[config.mk]
export PLATFORM = sky130hd
export DESIGN_NAME = sweep_sequencer
export DESIGN_NICKNAME = d
export VERILOG_FILES = /design/src/rtl/sweep_sequencer.sv
export SDC_FILE = /design/constraint.sdc
export NUM_CORES = 1
export LEC_CHECK = 0
export CAP_MARGIN = 20
export CORE_MARGIN = 5
export CORE_UTILIZATION = 45
export DETAILED_ROUTE_END_ITERATION = 6
export PLACE_DENSITY = 0.74
export SLEW_MARGIN = 20
export SYNTH_ARGS = -nofsm -noshare
export SYNTH_HDL_FRONTEND = slang
export SYNTH_SLANG_ARGS = --single-unit
[constraint.sdc]
create_clock -name clk -period 10.24 [get_ports clk]
set_clock_uncertainty 0.1 [all_clocks]
set_input_delay 2.048 -clock clk [delete_from_list [all_inputs] [get_ports clk]]
set_output_delay 2.048 -clock clk [all_outputs]
set_load 0.02 [all_outputs]
[src/rtl/sweep_sequencer.sv]
// sweep_sequencer: stepped-frequency sweep controller for the I/Q phase detector.
// Define SWEEP_SEQ_AVG_EN to average 2^AVG_LOG2 detector windows per point.
module sweep_sequencer #(
  parameter int FTW_W   = 32,
  parameter int CNT_W   = 24,
  parameter int ACC_W   = 40,
  parameter int IDX_W   = 16,
  parameter int TIMEOUT = 64
`ifdef SWEEP_SEQ_AVG_EN
  ,
  parameter int AVG_LOG2 = 2
`endif
) (
  input  logic             clk,
  input  logic             reset,
  input  logic             start,
  input  logic             abort,
  input  logic [FTW_W-1:0] f_start,
  input  logic [FTW_W-1:0] f_step,
  input  logic [IDX_W-1:0] n_points,
  input  logic [CNT_W-1:0] settle_cycles,
  input  logic [CNT_W-1:0] integ_cycles,
  output logic [FTW_W-1:0] ftw,
  output logic             ftw_valid,
  output logic             pd_trigger,
  input  logic             pd_valid,
  input  logic [ACC_W-1:0] pd_i,
  input  logic [ACC_W-1:0] pd_q,
  output logic             res_valid,
  input  logic             res_ready,
  output logic [IDX_W-1:0] res_index,
  output logic [ACC_W-1:0] res_i,
  output logic [ACC_W-1:0] res_q,
  output logic             busy,
  output logic             done,
  output logic             err
);

  typedef enum logic [2:0] {
    IDLE,
    LOAD,
    SETTLE,
    ARM,
    INTEG,
    CLOSE,
    WAIT_RES,
    OUTPUT
  } state_t;

  state_t state, state_n;

  logic [FTW_W-1:0] step_l;
  logic [IDX_W-1:0] npts_l;
  logic [CNT_W-1:0] settle_l;
  logic [CNT_W-1:0] integ_l;
  logic [CNT_W-1:0] cnt;
  logic [IDX_W-1:0] k;

  logic [FTW_W-1:0] ftw_q;
  logic [IDX_W-1:0] idx_q;
  logic [ACC_W-1:0] i_q;
  logic [ACC_W-1:0] q_q;
  logic             done_q;
  logic             err_q;

  logic accept;
  logic empty_start;
  logic capture;
  logic xfer;
  logic timeout;
  logic last;
  logic settle_end;
  logic integ_end;
  logic tmo_end;
  logic rep_last;

  logic [ACC_W-1:0] cap_i;
  logic [ACC_W-1:0] cap_q;

  assign last       = (k == npts_l - IDX_W'(1));
  assign settle_end = (cnt == settle_l - CNT_W'(1));
  assign integ_end  = (integ_l == '0) ||
                      (cnt == integ_l - CNT_W'(1));
  assign tmo_end    = (cnt == CNT_W'(TIMEOUT - 1));

`ifdef SWEEP_SEQ_AVG_EN
  localparam int SW = ACC_W + AVG_LOG2;

  logic [AVG_LOG2:0]    rep;
  logic signed [SW-1:0] acc_i;
  logic signed [SW-1:0] acc_q;
  logic signed [SW-1:0] sum_i;
  logic signed [SW-1:0] sum_q;
  logic signed [SW-1:0] avg_i;
  logic signed [SW-1:0] avg_q;

  assign rep_last = (rep == (AVG_LOG2+1)'((1 << AVG_LOG2) - 1));
  assign sum_i = acc_i + $signed({{AVG_LOG2{pd_i[ACC_W-1]}}, pd_i});
  assign sum_q = acc_q + $signed({{AVG_LOG2{pd_q[ACC_W-1]}}, pd_q});
  assign avg_i = sum_i >>> AVG_LOG2;
  assign avg_q = sum_q >>> AVG_LOG2;
  assign cap_i = avg_i[ACC_W-1:0];
  assign cap_q = avg_q[ACC_W-1:0];

  always_ff @(posedge clk or posedge reset) begin
    if (reset) begin
      rep   <= '0;
      acc_i <= '0;
      acc_q <= '0;
    end else if (accept || abort || timeout) begin
      rep   <= '0;
      acc_i <= '0;
      acc_q <= '0;
    end else if (capture) begin
      rep   <= rep_last ? '0 : rep + (AVG_LOG2+1)'(1);
      acc_i <= rep_last ? '0 : sum_i;
      acc_q <= rep_last ? '0 : sum_q;
    end
  end
`else
  assign rep_last = 1'b1;
  assign cap_i    = pd_i;
  assign cap_q    = pd_q;
`endif

  always_comb begin
    state_n     = state;
    accept      = 1'b0;
    empty_start = 1'b0;
    capture     = 1'b0;
    xfer        = 1'b0;
    timeout     = 1'b0;
    unique case (state)
      IDLE: begin
        if (start) begin
          if (n_points == '0) begin
            empty_start = 1'b1;
          end else begin
            accept  = 1'b1;
            state_n = LOAD;
          end
        end
      end
      LOAD:   state_n = (settle_l == '0) ? ARM : SETTLE;
      SETTLE: if (settle_end) state_n = ARM;
      ARM:    state_n = INTEG;
      INTEG:  if (integ_end) state_n = CLOSE;
      CLOSE:  state_n = WAIT_RES;
      WAIT_RES: begin
        // pd_valid outside this state is a stale window and ignored
        if (pd_valid) begin
          capture = 1'b1;
          state_n = rep_last ? OUTPUT : ARM;
        end else if (tmo_end) begin
          timeout = 1'b1;
          state_n = IDLE;
        end
      end
      OUTPUT: begin
        if (res_ready) begin
          xfer    = 1'b1;
          state_n = last ? IDLE : LOAD;
        end
      end
      default: state_n = IDLE;
    endcase
    if (abort) begin
      state_n     = IDLE;
      accept      = 1'b0;
      empty_start = 1'b0;
      capture     = 1'b0;
      xfer        = 1'b0;
      timeout     = 1'b0;
    end
  end

  always_ff @(posedge clk or posedge reset) begin
    if (reset) begin
      state    <= IDLE;
      cnt      <= '0;
      k        <= '0;
      step_l   <= '0;
      npts_l   <= '0;
      settle_l <= '0;
      integ_l  <= '0;
      ftw_q    <= '0;
      idx_q    <= '0;
      i_q      <= '0;
      q_q      <= '0;
      done_q   <= 1'b0;
      err_q    <= 1'b0;
    end else begin
      state  <= state_n;
      cnt    <= (state_n != state) ? '0 : cnt + CNT_W'(1);
      done_q <= empty_start || (xfer && last);
      if (accept) begin
        ftw_q    <= f_start;
        step_l   <= f_step;
        npts_l   <= n_points;
        settle_l <= settle_cycles;
        integ_l  <= integ_cycles;
        k        <= '0;
        err_q    <= 1'b0;
      end
      // next word is ready while LOAD strobes ftw_valid
      if (xfer && !last) ftw_q <= ftw_q + step_l;
      if (xfer) k <= k + IDX_W'(1);
      if (timeout) err_q <= 1'b1;
      if (capture && rep_last) begin
        idx_q <= k;
        i_q   <= cap_i;
        q_q   <= cap_q;
      end
    end
  end

  assign ftw        = ftw_q;
  assign ftw_valid  = (state == LOAD);
  assign pd_trigger = (state == ARM) || (state == CLOSE);
  assign res_valid  = (state == OUTPUT);
  assign res_index  = idx_q;
  assign res_i      = i_q;
  assign res_q      = q_q;
  assign busy       = (state != IDLE);
  assign done       = done_q;
  assign err        = err_q;

endmodule

==> run metrics <==
status completed; Overflow after GRT 0; reg-to-reg startpoint npts_l[0]$_DFFE_PP0P_; Power Density 231 nW/um^2; syn_area_per_cell 10.8 um^2; clock-pin slew on the worst setup and hold paths 0.06 ns; via count 11614; ANT nets after route 0; Root Buffer clkbuf_16; Detailed Route WL 40.1 mm; synthesized net count 1603; worst hold path depth 1; Clock Path Buffers 3; CP Data Required Time 10.55 ns; internal reg-to-reg setup slack 5.92 ns; Worst-Skew Late Latency 0.56 ns; worst hold margin 0.402 ns; TritonCTS Sinks 269; Post-synth top cells dfrtp_1, mux2_2, nor2_1; largest family of logic cells by synthesized area multiplexers; fill cell count 2595; capture point of the worst reg-to-reg path ftw[20]$_DFFE_PP0P_; worst reg-to-reg path cell count 12; GRT Total Usage 0.216; row count 66; Max-Slew Margin vs Limit 0.330; CTS tree done; mux share of post-synthesis cell area 0.175; vias in the first global route 12003; Crit. Startpoint n_points[1]; max_cap viols 0; residual DRC count 0; Port Buffers 347; Synth async-reset ratio 1.00; Simple-Gate Fraction of Synth Area 0.136; area of the multi-input gates 7520 um^2; synth top area cells dfrtp_1, mux2_2, xnor2_1, ha_1, xor2_1; Slew Viols, Final 0; Yosys top cell area share 0.460; nets 1921; critical path launch point type primary input; synthesized cell area 14600 um^2; DP Worst Slack 4.63 ns; period utilization 0.483; Yosys cell types 77; initial antenna violation count 5; Tmin final 4.95 ns; number of synthesized flops with an enable pin 0; RSZ-0062 raised after global routing no; Worst VDD drop 0.000167 V; Slew @ Worst Pin 1.00 ns; post-DP HPWL 29.9 mm; first-pass GRT wire length 63.9 mm; post-route setup TNS 0 ns; Reg area 6730 um^2; worst path arrival time 5.26 ns; Worst Hold Launch res_i[27]$_DFFE_PP0P_; TritonCTS buffer count 31; drt first pass iters 5; Final Hold Vio Count 0; Min-Delay Endpoint res_i[27]$_DFFE_PP0P_; dominant cell type by area after synthesis dfrtp_1; setup ws final 5.29 ns; post-synthesis adder-cell area fraction 0.0330; # Post-CTS Setup Buffers 0; Die Span X 190 um; Layout Area Growth over Synthesis 33.9%; yosys warns 0; count leader, synth dfrtp_1; xor and xnor fraction of the mapped netlist area 0.0814; Synth Area in Compound Gates 0.0875; share of layout cells above drive strength 1 0.166; H-tree levels 1; Placer Congestion 0.879; Cells after Synth 1351; I/O pin count 348; hold crit path type flip-flop to flip-flop; largest net degree at the start of global routing 137; P_leak 8.37 nW; core area 32300 um^2; Most used DFF post-synth dfrtp_1; CP Class primary input to flip-flop; highest clock rate 0.202 GHz; drt wl/cell 18.8 um; dpl cells 2078; CTS Hold Buffers Added 0; Die H 190 um; flops & latches, synth 269; Seq/Total Area, Yosys 0.460; final std cells w/o fill 2135; post-cts resize count 0; CP Capture Type flip-flop; Finish-stage setup viols 0; drt via density 5.44; DRT iter0 DRCs 698; die area 36200 um^2; starting density of the core 0.453; Critical Path Fanout Max 66
worst max-delay path by stage:
stage                          end  slack (ns)  cells past startpoint
6_report       ftw[28]$_DFFE_PP0P_        5.29                      8
5_1_grt        ftw[28]$_DFFE_PP0P_        5.08                      8
4_1_cts        ftw[28]$_DFFE_PP0P_        5.24                      8
3_5_place_dp   ftw[28]$_DFFE_PP0P_        4.63                      8
3_3_place_gp   ftw[28]$_DFFE_PP0P_        4.69                      8
2_1_floorplan     cnt[0]$_DFF_PP0_        0.68                      1
area by class of cell:
type                    count  share of cell area
clock inverters            12             0.00996
repair buffers            353               0.181
well taps                 442              0.0282
flip-flops and latches    269               0.344
multi-input cells         985               0.384
clock buffers              44              0.0477
diodes                      1            0.000128
inverters                  29             0.00594
where the power goes:
part / total (mW) / internal, mW / switching (mW)
sequential: 1.57 / 1.29 / 0.286
clock: 1.20 / 0.756 / 0.448
combinational: 1.76 / 0.895 / 0.861
cells in the final DEF, fill, tap and decap left out, types with 6 or more instances in the layout:
master	n
a211oi_1	6
a21o_1	8
a21oi_1	58
a31oi_1	8
and3_1	16
clkbuf_16	31
clkbuf_8	11
clkdlybuf4s50_1	347
dfrtp_1	269
ha_1	37
inv_1	28
mux2_2	198
mux2i_1	32
nand2_1	67
nand2b_1	10
nand3_1	52
nand3b_1	6
nand4_1	12
nor2_1	104
nor2b_1	7
nor3_1	26
nor3b_1	8
nor4_1	24
o211ai_1	8
o21a_1	6
o21ai_0	46
o21bai_1	6
o31ai_1	7
or3_1	7
or4_1	9
xnor2_1	88
xor2_1	48
through the flow:
stage | power [mW] | instance area, um^2 | util
after detailed placement | 3.33 | 18500 | 0.572
final | 4.53 | 19600 | 0.607
after global placement | 3.29 | 18400 | 0.571
after CTS | 4.57 | 19600 | 0.607
after global routing | 4.83 | 19600 | 0.607
after floorplan | 2.80 | 14600 | -
registers in the layout, summed over array words and instances, names as in the netlist, 24 cells and up:
register / cells
settle_l: 24
ftw: 32
res_q: 40
integ_l: 24
res_i: 40
cnt: 24
step_l: 32
per-layer routing:
layer | part of all wire | vias up | GRT usage
li1 | - | 5490 | -
met1 | 0.41 | 5695 | 0.275
met2 | 0.49 | 349 | 0.364
met3 | 0.069 | 72 | 0.0569
met4 | 0.030 | 8 | 0.0622
met5 | 0.0014 | - | 0
critical path, stage by stage:
cell and delay, ns:
clkdlybuf4s50_1 0.45, nor4_1 0.51, nand4_1 0.39, nand2_4 0.46
buf_4 0.78, mux2_2 0.41, nand2_1 0.06, o21ai_0 0.11
cell families (layout without fill, tap and decap cells):
logic type | Yosys count | in the layout
simple gates | 382 | 382
flops | 269 | 269
compound gates | 198 | 198
fa+ha+maj | 38 | 38
xor+xnor | 136 | 136
buf+inv | 97 | 438
mux | 231 | 231
other cells | 0 | 1
No activity file was read; power rests on OpenSTA's default activity.
